**config.mk**
```make
export PLATFORM = sky130hd
export DESIGN_NAME = sys_ctrl_rx
export DESIGN_NICKNAME = d
export VERILOG_FILES = /design/src/rtl/sys_ctrl_rx.sv
export SDC_FILE = /design/constraint.sdc
export NUM_CORES = 1
export LEC_CHECK = 0
export BUFFER_PORTS_ARGS = -buffer_cell sky130_fd_sc_hd__buf_2
export CORE_MARGIN = 2
export CORE_UTILIZATION = 47
export CTS_BUF_LIST = sky130_fd_sc_hd__clkbuf_16
export DETAILED_ROUTE_END_ITERATION = 16
export PLACE_DENSITY = 0.74
export REMOVE_ABC_BUFFERS = 1
export SLEW_MARGIN = 10
export SYNTH_ARGS = -nofsm -noshare
export SYNTH_HDL_FRONTEND = slang
export SYNTH_SLANG_ARGS = --single-unit
```
**constraint.sdc**
```tcl
create_clock -name CLK -period 1.7 [get_ports CLK]
set_input_delay 0.255 -clock CLK [delete_from_list [all_inputs] [get_ports CLK]]
set_output_delay 0.255 -clock CLK [all_outputs]
set_load 0.005 [all_outputs]
```
**src/rtl/sys_ctrl_rx.sv**
```systemverilog
// Receive-side system controller: decodes UART command bytes into register-file
// and ALU strobes. Outputs are registered one cycle after the sampling edge.
module sys_ctrl_rx #(
  parameter int DATA_WIDTH = 8,
  parameter int RF_ADDR    = 4
) (
  input  logic                  CLK,
  input  logic                  RST,
  input  logic [DATA_WIDTH-1:0] RX_P_DATA,
  input  logic                  RX_D_VLD,
  input  logic                  ALU_OUT_VLD,
  output logic [RF_ADDR-1:0]    Address,
  output logic                  WrEn,
  output logic                  RdEn,
  output logic [DATA_WIDTH-1:0] WrData,
  output logic                  ALU_EN,
  output logic [3:0]            ALU_FUN,
  output logic                  CLK_GATE_EN
);

  localparam logic [DATA_WIDTH-1:0] CMD_WR     = DATA_WIDTH'(8'hAA);
  localparam logic [DATA_WIDTH-1:0] CMD_RD     = DATA_WIDTH'(8'hBB);
  localparam logic [DATA_WIDTH-1:0] CMD_ALU_OP = DATA_WIDTH'(8'hCC);
  localparam logic [DATA_WIDTH-1:0] CMD_ALU    = DATA_WIDTH'(8'hDD);

  typedef enum logic [2:0] {
    IDLE, WR_ADDR, WR_DATA, RD_ADDR, OP_A, OP_B, ALU_FUN_S, ALU_WAIT
  } state_t;

  state_t             state;
  logic [RF_ADDR-1:0] wr_addr;

  always_ff @(posedge CLK or negedge RST) begin
    if (!RST) begin
      state       <= IDLE;
      wr_addr     <= '0;
      Address     <= '0;
      WrEn        <= 1'b0;
      RdEn        <= 1'b0;
      WrData      <= '0;
      ALU_EN      <= 1'b0;
      ALU_FUN     <= '0;
      CLK_GATE_EN <= 1'b0;
    end else begin
      WrEn   <= 1'b0;
      RdEn   <= 1'b0;
      ALU_EN <= 1'b0;
      case (state)
        IDLE: if (RX_D_VLD) begin
          case (RX_P_DATA)
            CMD_WR:     state <= WR_ADDR;
            CMD_RD:     state <= RD_ADDR;
            CMD_ALU_OP: state <= OP_A;
            CMD_ALU:    state <= ALU_FUN_S;
            default:    state <= IDLE;
          endcase
        end
        WR_ADDR: if (RX_D_VLD) begin
          wr_addr <= RX_P_DATA[RF_ADDR-1:0];
          state   <= WR_DATA;
        end
        WR_DATA: if (RX_D_VLD) begin
          WrEn    <= 1'b1;
          Address <= wr_addr;
          WrData  <= RX_P_DATA;
          state   <= IDLE;
        end
        RD_ADDR: if (RX_D_VLD) begin
          RdEn    <= 1'b1;
          Address <= RX_P_DATA[RF_ADDR-1:0];
          state   <= IDLE;
        end
        // Operands land in the two lowest register-file slots the ALU reads from.
        OP_A: if (RX_D_VLD) begin
          WrEn    <= 1'b1;
          Address <= RF_ADDR'(0);
          WrData  <= RX_P_DATA;
          state   <= OP_B;
        end
        OP_B: if (RX_D_VLD) begin
          WrEn    <= 1'b1;
          Address <= RF_ADDR'(1);
          WrData  <= RX_P_DATA;
          state   <= ALU_FUN_S;
        end
        ALU_FUN_S: if (RX_D_VLD) begin
          ALU_EN      <= 1'b1;
          ALU_FUN     <= RX_P_DATA[3:0];
          CLK_GATE_EN <= 1'b1;
          state       <= ALU_WAIT;
        end
        // Clock gate stays open through the cycle the result is reported.
        ALU_WAIT: if (ALU_OUT_VLD) begin
          CLK_GATE_EN <= 1'b0;
          state       <= IDLE;
        end
        default: state <= IDLE;
      endcase
    end
  end

endmodule

```
==> metrics.cfg <==
[run_status]
outcome=finished with violations
violations=design-rule violations, negative hold slack

[worst_setup_path]
cp-start-kind=flip-flop
crit_path_end=state[2]
crit_required_ps=1840
r2r_end=state[2]
r2r_slack_ps=40
cp-startpoint=state[2]
crit_type=flip-flop to flip-flop
r2r_cells=6
crit_arrival_ps=1800
r2r_start=state[2]
cp-end-kind=flip-flop
crit_fanout=6

[global_route]
gr-usage-met1=0.226
overflow=0
grt_pass1_wl_mm=4.60
grt_max_degree=28
grt-busiest-layer=met2
antenna_found_initial=0
met3_usage=0.0484
first_global_vias=933
use_met2=0.318
grt_use_total=0.183

[sta]
tightest_slew_ps=569
setup_violations=0
post-route-period-util=0.975
fin_tns_setup_ps=0
finalMaxSlewViolations=0
whs_ps=-13.1
clock-skew-final_ps=2.45
maxSlewHeadroom=0.621
rsz0062_at_grt=true
fmax_mhz=603
finalCriticalPeriod_ps=1660
finalHoldViolCount=27

[logic_synthesis]
syn_avg_cell_area_um2=12.2
synth_ff_type=dfrtp_1
synth_cells=115
yosysUniqueCellTypes=40
synth-seq-area-share=0.482
yosysWarnings=0
syn_area_um2=1400
synthArstFlopShare=1.00
synth_enable_flop_cells=0
ys_ff_latch=27

[power]
peakVddDrop_mv=0.778
cellPowerDensity_nw_per_um2=1470
power.leakage_nw=0.836
p_total_mw=2.42

[finish]
antenna_cells=0
syn_to_final_growth_pct=17.6
drive_gt1_frac=0.445
fin_nets=162
final_cells=177

[placed_design]
gp_congestion=0.794
port_buffers=31
place_inst=173
dpl.hpwl_mm=2.13

[cts]
numCtsBuffers=3
cts_tree=done
clkLatencyLatePin_ps=260
cts_setup_buffers=0
clock_path_buffers=2
path_clk_slew_ps=60
cts_max_level=1
cts.sinks=27
clock-root-buffer=clkbuf_16

[die]
die_w_um=58.6
core_um2=2810
die_y_um=58.6
die-area_um2=3440
ios=32
row_count=19
start_util=0.500

[routing]
via_per_inst=5.47
drc=1
wire_per_inst_um=16.1
vias=968
ant_nets=0
routed_wl_mm=2.85
dr.pass1.iters=10
drtIter0Drc=25

[job]
maxCapViolations=0

[worst_hold_path]
min_path_type=input pin to asynchronous set/reset pin

worst min path at each step:
stage	start	end	cells past startpoint
detailed placement	RST	WrData[3]	1
global route	RST	WrData[3]	1
finish	RST	WrData[0]	1
global placement	RST	WrData[1]	1
CTS	RST	WrData[3]	1
floorplan	RST	ALU_EN	0
kinds of logic after synthesis:
| logic type | Yosys count | synth area share |
|---|---|---|
| compound gates | 23 | 0.111 |
| flops | 27 | 0.482 |
| xor+xnor | 2 | 0.0125 |
| fa+ha+maj | 3 | 0.0268 |
| simple gates | 28 | 0.139 |
| mux | 19 | 0.173 |
| buf+inv | 13 | 0.0562 |
power breakdown:
group          total [mW]  switching [mW]  internal, mW
Sequential          0.996           0.125         0.872
Combinational       0.900           0.401         0.499
Clock               0.523           0.204         0.319
registers in the layout, indices dropped and copies added, names as in the netlist:
register	flops
RdEn	1
WrEn	1
ALU_FUN	4
CLK_GATE_EN	1
Address	4
wr_addr	4
WrData	8
state	3
ALU_EN	1
cell usage in the layout (no fill, tap or decap), drive strengths merged:
cell,instances
dfrtp,27
nor4bb,1
a21o,1
mux2,18
and3,1
o22ai,1
clkbuf,3
nand3b,2
a21oi,7
a221oi,1
and2,2
ha,3
nor3,1
inv,6
xnor2,1
a2111o,1
nand3,1
nand2,9
buf,34
xor2,1
o21ai,11
nor3b,3
nand2b,1
mux2i,1
nor2b,2
and3b,1
nand4bb,2
nor2,1
a222oi,1
nand4,1
clkinvlp,1
synthesized netlist by cell type (2+ instances only):
master	number	area [µm²]
dfrtp_1	27	676
mux2_2	9	101
nand2_1	9	33.8
mux2_4	8	120
o21ai_0	7	35.0
a21oi_1	6	30.0
inv_1	5	18.8
buf_2	3	15.0
buf_6	3	33.8
ha_1	3	37.5
nor3b_1	3	22.5
o21ai_1	3	15.0
nand4bb_1	2	22.5
metrics by stage:
stage	instance area [µm²]	setup WS (ps)	util
floorplan	1350	-41.2	-
global route	1650	-1.94	0.588
global placement	1560	119	0.557
finish	1650	42.9	0.588
CTS	1650	19.5	0.587
detailed placement	1560	36.7	0.557
worst max-delay path, cell delays in order, from the launching register on:
cell and delay (ps):
dfrtp_2 450, inv_1 140, ha_1 200, inv_1 90
a221oi_2 270, o21ai_1 120, mux2_2 280
per-layer routing:
layer | vias up | share of wire
met5 | - | 0
met4 | 0 | 0.013
met1 | 478 | 0.42
met2 | 20 | 0.52
li1 | 466 | -
met3 | 4 | 0.048
repair_timing:
item                                    4_1_cts  5_1_grt
endpoints found under the setup margin        0       11
gates resized for setup                       0        2
hold buffers                                  0        0
area by class of cell:
class | count | area (µm²)
Fill cell | 251 | 1160
Sequential cell | 27 | 677
Multi-Input combinational cell | 75 | 651
Timing Repair Buffer | 34 | 178
Clock buffer | 3 | 75.1
Tap cell | 31 | 38.8
Inverter | 6 | 22.5
Clock inverter | 1 | 7.51
(Power assumes the default switching activity.)
